$ cat config.mk
export PLATFORM = sky130hd
export DESIGN_NAME = lockstep_comparator
export DESIGN_NICKNAME = d
export VERILOG_FILES = /design/src/rtl/lockstep_pkg.sv /design/src/rtl/lockstep_delay_line.sv /design/src/rtl/lockstep_comparator.sv
export SDC_FILE = /design/constraint.sdc
export NUM_CORES = 1
export LEC_CHECK = 0
export ABC_AREA = 0
export BUFFER_PORTS_ARGS = -buffer_cell sky130_fd_sc_hd__buf_2
export CORE_MARGIN = 5
export CORE_UTILIZATION = 53
export DETAILED_ROUTE_END_ITERATION = 6
export PLACE_DENSITY = 0.83
export REMOVE_ABC_BUFFERS = 1
export SETUP_SLACK_MARGIN = 0.5
export SYNTH_ARGS = -nofsm -noshare
export SYNTH_HDL_FRONTEND = slang
export SYNTH_SLANG_ARGS = --single-unit
export TNS_END_PERCENT = 30
$ cat constraint.sdc
create_clock -name clk -period 5.73 [get_ports clk]
set_input_delay 0.2865 -clock clk [delete_from_list [all_inputs] [get_ports clk]]
set_output_delay 0.2865 -clock clk [all_outputs]
set_load 0.02 [all_outputs]
$ cat src/rtl/lockstep_pkg.sv
// rtl/lockstep_pkg.sv - shared types, helpers and parameter limits for the lockstep comparator
// Contents: state_t encoding, clog2 helper, params_ok range check.
package lockstep_pkg;

  typedef enum logic [1:0] {
    WARMUP = 2'd0,
    CHECK  = 2'd1,
    FAULT  = 2'd2
  } state_t;

  localparam int MAX_NCH    = 16;
  localparam int MAX_DELAY  = 7;
  localparam int MAX_THRESH = 15;
  localparam int WARM_W     = 3;  // holds 0..MAX_DELAY
  localparam int RUN_W      = 4;  // holds 0..MAX_THRESH

  // Ceiling log2; clog2(1) = 0.
  function automatic int clog2(input int value);
    int r;
    r = 0;
    for (int i = 0; i < 31; i++) begin
      if ((1 << i) < value) r = i + 1;
    end
    return r;
  endfunction

  function automatic bit params_ok(input int nch, input int w, input int delay,
                                   input int thresh, input int cnt_w);
    return (nch >= 1) && (nch <= MAX_NCH) &&
           (w >= 1) &&
           (delay >= 0) && (delay <= MAX_DELAY) &&
           (thresh >= 1) && (thresh <= MAX_THRESH) &&
           (cnt_w >= 1) && (cnt_w <= 32);
  endfunction

endpackage

$ cat src/rtl/lockstep_delay_line.sv
// rtl/lockstep_delay_line.sv - fixed-length shift register aligning the master stream
// Ports: clk, reset (sync, active-high, clears valid bits only),
//        in_valid/in_data (master sample), out_valid/out_data (sample DELAY cycles later).
// DELAY = 0 degenerates to a wire.
module lockstep_delay_line #(
  parameter int DELAY = 2,
  parameter int DW    = 96
) (
  input  logic          clk,
  input  logic          reset,
  input  logic          in_valid,
  input  logic [DW-1:0] in_data,
  output logic          out_valid,
  output logic [DW-1:0] out_data
);

  if (DELAY == 0) begin : g_wire
    assign out_valid = in_valid;
    assign out_data  = in_data;
  end else begin : g_stages
    logic [DELAY-1:0] vld;
    logic [DW-1:0]    dat [DELAY];

    // Only the valid bits need a defined value after reset; stale data
    // behind a cleared valid is never compared.
    always_ff @(posedge clk) begin
      if (reset) begin
        vld <= '0;
      end else begin
        vld[0] <= in_valid;
        for (int i = 1; i < DELAY; i++) vld[i] <= vld[i-1];
      end
    end

    always_ff @(posedge clk) begin
      dat[0] <= in_data;
      for (int i = 1; i < DELAY; i++) dat[i] <= dat[i-1];
    end

    assign out_valid = vld[DELAY-1];
    assign out_data  = dat[DELAY-1];
  end

endmodule

$ cat src/rtl/lockstep_comparator.sv
// rtl/lockstep_comparator.sv - delayed master vs checker signature comparator with sticky fault
// Ports: clk, reset (sync, active-high)
//        m_valid/m_data     master signatures, channel i at [i*W +: W]
//        c_valid/c_data     checker signatures, DELAY cycles behind the master
//        clear              zeroes fault, fault_ch, err_count, run counter, mismatch_vec
//        mismatch_vec       per-channel result of the last compare slot
//        mismatch_now       OR of mismatch_vec
//        fault / fault_ch   sticky fault flag and accumulated channel mask
//        err_count          saturating count of mismatching compares
//        state              FSM state (WARMUP/CHECK/FAULT)
//        inj_req/inj_ch     only with LOCKSTEP_FAULT_INJECT_EN: flip bit 0 of the
//                           delayed master channel inj_ch for one compare
module lockstep_comparator
  import lockstep_pkg::*;
#(
  parameter  int NCH    = 3,
  parameter  int W      = 32,
  parameter  int DELAY  = 2,
  parameter  int THRESH = 1,
  parameter  int CNT_W  = 8,
  localparam int INJ_W  = (NCH > 1) ? clog2(NCH) : 1
) (
  input  logic             clk,
  input  logic             reset,
  input  logic             m_valid,
  input  logic [NCH*W-1:0] m_data,
  input  logic             c_valid,
  input  logic [NCH*W-1:0] c_data,
  input  logic             clear,
  output logic [NCH-1:0]   mismatch_vec,
  output logic             mismatch_now,
  output logic             fault,
  output logic [NCH-1:0]   fault_ch,
  output logic [CNT_W-1:0] err_count,
  output logic [1:0]       state
`ifdef LOCKSTEP_FAULT_INJECT_EN
  ,
  input  logic             inj_req,
  input  logic [INJ_W-1:0] inj_ch
`endif
);

  localparam int DW = NCH * W;

  if (!params_ok(NCH, W, DELAY, THRESH, CNT_W)) begin : g_param_error
    $error("lockstep_comparator: parameter out of range");
  end

  state_t              cur_state;
  state_t              nxt_state;
  logic [WARM_W-1:0]   warm_cnt;
  logic [RUN_W-1:0]    run_cnt;

  logic                dly_valid;
  logic [DW-1:0]       dly_data;
  logic [DW-1:0]       cmp_master;
  logic [NCH-1:0]      cmp_vec;
  logic                cmp_fail;
  logic                slot;
  logic [RUN_W:0]      run_next;
  logic                hit_thresh;

  lockstep_delay_line #(
    .DELAY (DELAY),
    .DW    (DW)
  ) u_delay_line (
    .clk       (clk),
    .reset     (reset),
    .in_valid  (m_valid),
    .in_data   (m_data),
    .out_valid (dly_valid),
    .out_data  (dly_data)
  );

`ifdef LOCKSTEP_FAULT_INJECT_EN
  // Out-of-range channel numbers match no channel and inject nothing.
  logic [DW-1:0] inj_mask;

  always_comb begin
    inj_mask = '0;
    for (int i = 0; i < NCH; i++) begin
      if (inj_req && (int'(inj_ch) == i)) inj_mask[i*W] = 1'b1;
    end
  end

  assign cmp_master = dly_data ^ inj_mask;
`else
  assign cmp_master = dly_data;
`endif

  // A single-sided valid is a sequence skew and flags every channel.
  always_comb begin
    cmp_vec = '1;
    if (dly_valid && c_valid) begin
      for (int i = 0; i < NCH; i++) begin
        cmp_vec[i] = (cmp_master[i*W +: W] != c_data[i*W +: W]);
      end
    end
  end

  assign cmp_fail   = |cmp_vec;
  assign slot       = (cur_state != WARMUP) && (dly_valid || c_valid);
  assign run_next   = {1'b0, run_cnt} + 1'b1;
  assign hit_thresh = slot && cmp_fail && (run_next == (RUN_W+1)'(THRESH));

  // State register.
  always_ff @(posedge clk) begin
    if (reset) cur_state <= WARMUP;
    else       cur_state <= nxt_state;
  end

  // Next-state logic.
  always_comb begin
    nxt_state = cur_state;
    case (cur_state)
      WARMUP: begin
        // clear during warm-up keeps us here one more cycle; the counter
        // is parked at DELAY so the exit happens on the following cycle.
        if (!clear && (warm_cnt == WARM_W'(DELAY))) nxt_state = CHECK;
      end
      CHECK: begin
        if (clear)           nxt_state = CHECK;
        else if (hit_thresh) nxt_state = FAULT;
      end
      FAULT: begin
        if (clear) nxt_state = CHECK;
      end
      default: nxt_state = WARMUP;
    endcase
  end

  // Output logic.
  always_comb begin
    state        = cur_state;
    mismatch_now = |mismatch_vec;
  end

  // Warm-up counter: runs 0..DELAY once after reset, then parks.
  always_ff @(posedge clk) begin
    if (reset) begin
      warm_cnt <= '0;
    end else if ((cur_state == WARMUP) && (warm_cnt != WARM_W'(DELAY))) begin
      warm_cnt <= warm_cnt + 1'b1;
    end
  end

  // Compare result, counters and sticky flags. clear beats a coincident
  // compare slot so the discarded result cannot leak into the fresh epoch.
  always_ff @(posedge clk) begin
    if (reset || clear) begin
      mismatch_vec <= '0;
      fault_ch     <= '0;
      err_count    <= '0;
      run_cnt      <= '0;
      fault        <= 1'b0;
    end else if (slot) begin
      mismatch_vec <= cmp_vec;
      fault_ch     <= fault_ch | cmp_vec;
      if (cmp_fail) begin
        if (err_count != '1) err_count <= err_count + 1'b1;
        if (run_cnt != '1)   run_cnt   <= run_cnt + 1'b1;
      end else begin
        run_cnt <= '0;
      end
      if ((cur_state == CHECK) && hit_thresh) fault <= 1'b1;
    end
  end

endmodule

==> results of run 1 <==
==> power by group <==
group	total, mW	internal, mW	leakage [nW]	switching [mW]
Sequential	1.65	1.60	1.83	0.0433
Combinational	0.334	0.176	1.92	0.158
Clock	1.41	0.830	0.337	0.579
==> worst min-delay path by stage <==
| stage | slack, ns | to |
|---|---|---|
| after detailed placement | 0.31 | u_delay_line.g_stages.dat[0][107]$_DFF_P_ |
| final | 0.01 | u_delay_line.g_stages.vld[0]$_SDFF_PP0_ |
| after CTS | 0.003 | u_delay_line.g_stages.vld[0]$_SDFF_PP0_ |
| after global routing | 0.002 | u_delay_line.g_stages.vld[0]$_SDFF_PP0_ |
| after global placement | 0.31 | u_delay_line.g_stages.dat[0][140]$_DFF_P_ |
| after floorplan | 0.31 | u_delay_line.g_stages.dat[0][100]$_DFF_P_ |
==> area by class of cell <==
class                      instances  area share
multi-input combinational        287       0.217
sequential                       218       0.466
timing repair buffer             311       0.218
clock inverter                     8      0.0120
clock buffer                      30      0.0641
antenna                            3    0.000801
tap                              147      0.0196
inverter                           7     0.00280
==> state kept, by name, indices dropped and copies added (netlist names) <==
register and flops:
mismatch_vec 3, state 2, fault_ch 3, warm_cnt 3
u_delay_line.g_stages.dat 192, run_cnt 4, u_delay_line.g_stages.vld 2, err_count 8
fault 1
==> placed cells by master (no fill, tap or decap), types with 4 or more instances in the layout <==
| cell | netlist | routed |
|---|---|---|
| dlygate4sd3_1 | 0 | 96 |
| ha_1 | 5 | 5 |
| nor3_1 | 6 | 6 |
| nor4_1 | 10 | 10 |
| xnor2_1 | 70 | 70 |
| nor3b_1 | 4 | 4 |
| nand3_1 | 5 | 5 |
| xor2_1 | 28 | 28 |
| dfxtp_1 | 218 | 218 |
| inv_1 | 7 | 7 |
| clkbuf_1 | 5 | 6 |
| nor2_1 | 29 | 29 |
| clkbuf_16 | 0 | 22 |
| nand2_1 | 27 | 27 |
| buf_2 | 0 | 214 |
| nand4_1 | 30 | 30 |
| a21oi_1 | 15 | 15 |
==> routing by layer <==
metal  vias to the layer above  part of all wire  GRT usage  wire (µm)
li1                       2438                 -          -          -
met1                      2411              0.33      0.260       6380
met2                       248              0.54      0.502      10400
met3                        73             0.066     0.0603       1250
met4                         0             0.057      0.152       1090
met5                         -                 0          0          0
==> stage by stage <==
| stage | cells | cell area [µm²] | power [mW] | hold slack (ns) | util |
|---|---|---|---|---|---|
| final | 1011 | 9370 | 3.39 | 0.0118 | 0.783 |
| after global routing | 1011 | 9370 | 3.51 | 0.00160 | 0.783 |
| after CTS | 1008 | 9360 | 3.38 | 0.00293 | 0.783 |
| after detailed placement | 874 | 7690 | 1.94 | 0.312 | 0.643 |
| after global placement | 874 | 7690 | 1.93 | 0.310 | 0.643 |
| after floorplan | 512 | 6420 | 1.82 | 0.310 | - |
==> logic make-up (layout without fill, tap and decap cells) <==
kind of cell             Yosys count  after routing  synth area share
buffers and inverters             13            356           0.00873
other                              0              3                 0
AO/OA/AOI/OAI                     40             40            0.0421
XOR/XNOR                          98             98             0.133
multiplexers                       1              1           0.00155
flip-flops                       218            218             0.676
AND/OR/NAND/NOR                  143            143             0.129
adder cells (fa/ha/maj)            5              5           0.00969
==> worst max-delay path, stage by stage, from the launching register on <==
cell     delay [ns]
dfxtp_1        0.33
xnor2_1        0.17
nand4_1        0.13
nor4_1         0.07
and4_1         0.27
a31oi_2        0.60
or4b_2         0.66
a21oi_1        0.17
==> flow_summary.ini, run 1 <==
[finish]
multi_input_area_mm2 = 0.00203
fillCellCount = 692
layout.nets = 1049
layout-drive-gt1-share = 0.305
regArea_mm2 = 0.00436
area_delta_synth_final_pct = 45.2

[drt]
drc_errors = 0
wire_per_inst_um = 18.9
vias = 5170
finalWirelength_um = 19100
firstDrtPassIters = 4
drt-vias-per-instance = 5.11
drt_iter0_drc = 301
ant_nets = 0

[hold_path]
worstHoldStart = m_valid
min_path_cells = 2
hp-class = input pin to flip-flop

[power_and_ir_drop]
p_leak_nw = 4.09
power_density_mw_per_mm2 = 362
vdd.ir_drop.worst_v = 0.000309

[job]
maxCapViolations = 0

[cts]
clock_latency_ns = 0.50
clkSinkCount = 218
cts_resized = 0
cts-root-buf = clkbuf_16
h-tree-depth = 1
cts_tree = built
path_clk_slew_ns = 0.06
hold_buffers = 96
cts_made_buffers = 22
cts_buffer_depth = 3
post_cts_buffers = 0

[placement]
dp_hpwl_um = 11700
port_buffers = 214
pre_cts_ws_ns = 3.17
gp_congestion = 0.901

[synthesis]
synth-async-reset-ratio = 0
synth_flop_cell = dfxtp_1
synthTopCellsByCount = 218 x dfxtp_1, 70 x xnor2_1, 30 x nand4_1, 29 x nor2_1, 28 x xor2_1
synth-seq-cells = 218
avgSynthCellArea_um2 = 12.5
synth_cell_types = 46
netlist_area_mm2 = 0.00645
yosysSeqAreaShare = 0.676
yosysTopAreaCellShare = 0.676
synth_area_leader_cell = dfxtp_1
synth_area_leaders = dfxtp_1 68%, xnor2_1 9.5%, xor2_1 3.8%
yosys_warnings = 0
synth_edf_count = 0
syn_inst = 518
synth.most_common_cell = dfxtp_1

[floorplan]
dieArea_mm2 = 0.0145
num_rows = 40
io_pins = 215
start_util = 0.540
core_mm2 = 0.0120
die_y_um = 120
die_x_um = 120

[setup_path]
crit_start = u_delay_line.g_stages.dat[0][125]$_DFF_P_
worst_ep_arrival_time_ns = 2.91
cp-end-kind = flip-flop
worst_ep_required_time_ns = 6.14
crit_end = state[1]$_SDFFE_PP0P_
ff2ff_path_depth = 7
critPathLaunchType = flip-flop
crit_type = flip-flop to flip-flop
r2r-end = state[1]$_SDFFE_PP0P_
r2r_start = u_delay_line.g_stages.dat[0][125]$_DFF_P_
crit_fanout = 14
r2r_slack_ns = 3.23

[sta]
max_freq_ghz = 0.401
tightest_slew_ns = 0.832
fin_ws_ns = 3.23
drv_slew = 0
hold_violations = 0
finalSetupViolCount = 0
slew_headroom = 0.443
fin_crit_sh = 0.436
min_period_ns = 2.50
finalSetupTns_ns = 0
grt_setup_unrepaired = no
finClkSkew_ns = 0.0205

[grt]
antenna_found_initial = 2
grtUsageTotal = 0.264
overflow = 0
grt_pass1_wl_um = 29800
first_global_vias = 5924
grt_start_max_net_pins = 16

[status]
status = completed
Note: power is estimated with default switching activity, not from simulation.
==> run 2, diff against run 1 <==
--- a/config.mk
+++ b/config.mk
@@ -5,12 +5,12 @@
 export SDC_FILE = /design/constraint.sdc
 export NUM_CORES = 1
 export LEC_CHECK = 0
-export ABC_AREA = 0
+export ABC_AREA = 1
 export BUFFER_PORTS_ARGS = -buffer_cell sky130_fd_sc_hd__buf_2
 export CORE_MARGIN = 5
-export CORE_UTILIZATION = 53
+export CORE_UTILIZATION = 45
 export DETAILED_ROUTE_END_ITERATION = 6
-export PLACE_DENSITY = 0.83
+export PLACE_DENSITY = 0.75
 export REMOVE_ABC_BUFFERS = 1
 export SETUP_SLACK_MARGIN = 0.5
 export SYNTH_ARGS = -nofsm -noshare
==> constraint.sdc (replaced) <==
create_clock -name clk -period 2.25 [get_ports clk]
set_input_delay 0.1125 -clock clk [delete_from_list [all_inputs] [get_ports clk]]
set_output_delay 0.1125 -clock clk [all_outputs]
set_load 0.02 [all_outputs]
==> flow_summary.ini, run 2 <==
[synthesis]
synth.most_common_cell = dfxtp_1
synth_flop_cell = dfxtp_1
synth-seq-cells = 218
yosysTopAreaCellShare = 0.648
yosys_warnings = 0
avgSynthCellArea_um2 = 9.09
synth_area_leaders = dfxtp_1 65%, nand2_1 10%, inv_1 6.5%
netlist_area_mm2 = 0.00674
synth-async-reset-ratio = 0
yosysSeqAreaShare = 0.648
synth_cell_types = 29
syn_inst = 741
synthTopCellsByCount = 218 x dfxtp_1, 182 x nand2_1, 116 x inv_1, 67 x nor2_1, 23 x a21oi_1
synth_edf_count = 0
synth_area_leader_cell = dfxtp_1

[grt]
overflow = 0
grt_pass1_wl_um = 27300
grt_start_max_net_pins = 19
antenna_found_initial = 3
first_global_vias = 5788
grtUsageTotal = 0.190

[cts]
clock_latency_ns = 0.50
clkSinkCount = 218
cts-root-buf = clkbuf_16
cts_tree = built
cts_made_buffers = 22
path_clk_slew_ns = 0.06
h-tree-depth = 1
cts_buffer_depth = 3

[floorplan]
io_pins = 215
start_util = 0.462
core_mm2 = 0.0146
die_x_um = 132
dieArea_mm2 = 0.0175
num_rows = 44
die_y_um = 132

[setup_path]
worst_ep_arrival_time_ns = 2.19
crit_end = err_count[5]$_SDFFE_PP0P_
crit_fanout = 11
crit_type = flip-flop to flip-flop
cp-end-kind = flip-flop
r2r-end = err_count[5]$_SDFFE_PP0P_
r2r_start = u_delay_line.g_stages.dat[0][115]$_DFF_P_
critPathLaunchType = flip-flop
worst_ep_required_time_ns = 2.67
crit_start = u_delay_line.g_stages.dat[0][115]$_DFF_P_
r2r_slack_ns = 0.47
ff2ff_path_depth = 14

[finish]
area_delta_synth_final_pct = 46.3
mostFrequentLayoutCells = 216 x dfxtp_1, 214 x buf_2, 180 x nand2_1
post-route-util = 0.676
finalNonFillerCells = 1282
reg_top3 = u_delay_line.g_stages.dat: 192 flops, err_count: 8 flops, run_cnt: 4 flops
layout.nets = 1281
final_common_cell = dfxtp_1
largest_register = u_delay_line.g_stages.dat
final_cell_area_mm2 = 0.00986
layout-drive-gt1-share = 0.263
largest_reg_flops = 192

[sta]
finalSetupTns_ns = 0
finClkSkew_ns = 0.0159
grt_setup_unrepaired = yes
tightest_slew_ns = 0.529
drv_slew = 0
hold_violations = 0
slew_headroom = 0.645
max_freq_ghz = 0.563
fin_crit_sh = 0.790
min_period_ns = 1.78
finalSetupViolCount = 0

[power_and_ir_drop]
power_density_mw_per_mm2 = 895
vdd.ir_drop.worst_v = 0.000821
p_leak_nw = 4.93
power_mw = 8.82

[drt]
met2WireLength_um = 9250
dr_wl_met3_um = 1220
drt-met1-wl_um = 6320
drt_iter0_drc = 199
drc_errors = 0
dr.max_layer_used = met5
vias = 5661
firstDrtPassIters = 4
finalWirelength_um = 17600
wire_per_inst_um = 13.8
drt-vias-per-instance = 4.42
ant_nets = 0

[hold_path]
hp-class = input pin to flip-flop

[placement]
place_inst = 1138
gp_congestion = 0.829
dp_hpwl_um = 11100
dpl_cell_area_mm2 = 0.00803
port_buffers = 214

[job]
maxCapViolations = 0

[status]
status = completed
run 2: stage by stage:
stage | setup slack [ns] | hold slack (ns)
2_1_floorplan | 0.688 | 0.140
3_3_place_gp | 0.470 | 0.214
3_5_place_dp | 0.397 | 0.216
4_1_cts | 0.508 | 0.0808
5_1_grt | 0.334 | 0.100
6_report | 0.472 | 0.0875
run 2: worst min path at each step:
stage              start  slack (ns)                                 endpoint  cells past startpoint
3_5_place_dp   m_data[4]        0.22  u_delay_line.g_stages.dat[0][4]$_DFF_P_                      1
5_1_grt          c_valid        0.10             mismatch_vec[1]$_SDFFE_PP0P_                      5
2_1_floorplan  m_data[0]        0.14  u_delay_line.g_stages.dat[0][0]$_DFF_P_                      0
4_1_cts          c_valid        0.08             mismatch_vec[1]$_SDFFE_PP0P_                      5
3_3_place_gp   m_data[2]        0.21  u_delay_line.g_stages.dat[0][2]$_DFF_P_                      1
6_report         c_valid        0.09             mismatch_vec[1]$_SDFFE_PP0P_                      5
run 2: kinds of logic after synthesis:
logic type | after synthesis | synth area share
AO/OA/AOI/OAI | 61 | 0.0462
XOR/XNOR | 34 | 0.0442
adder cells (fa/ha/maj) | 5 | 0.00928
buffers and inverters | 126 | 0.0713
flip-flops | 218 | 0.648
AND/OR/NAND/NOR | 297 | 0.181
run 2: cell type report:
| class | count | area (µm²) |
|---|---|---|
| fill | 1090 | 4730 |
| sequential | 218 | 4370 |
| timing repair buffer | 316 | 2080 |
| multi-input combinational | 397 | 1990 |
| clock buffer | 28 | 603 |
| inverter | 124 | 472 |
| tap | 184 | 230 |
| clock inverter | 12 | 106 |
| antenna | 3 | 7.51 |
run 2: worst max-delay path, cell delays in order, from the launching register on:
cell and delay [ns]:
dfxtp_1 0.34, inv_2 0.05, nand2_1 0.08, o21ai_1 0.09
nor2_1 0.13, nand2_1 0.08, nor2_2 0.12, nand3_2 0.13
nor2_4 0.15, nand3_4 0.09, nand2_4 0.10, inv_6 0.06
nand2_8 0.08, nand2_1 0.07, a21oi_2 0.12
run 2: layer usage:
layer / GRT usage / vias to the layer above
li1: - / 2918
met1: 0.194 / 2486
met2: 0.352 / 191
met3: 0.0553 / 64
met4: 0.0882 / 2
met5: 0 / -
run 2: power breakdown:
part | internal (mW) | leakage (nW) | switching, mW
combinational | 0.507 | 2.76 | 0.573
clock | 2.03 | 0.341 | 1.49
sequential | 4.11 | 1.83 | 0.115
run 2: timing repair:
action	CTS	global route
endpoints found under the hold margin	104	0
setup buffers	1	1
hold buffers	99	0
pin swaps	2	12
resized for setup	8	24
setup endpoints to repair	8	17
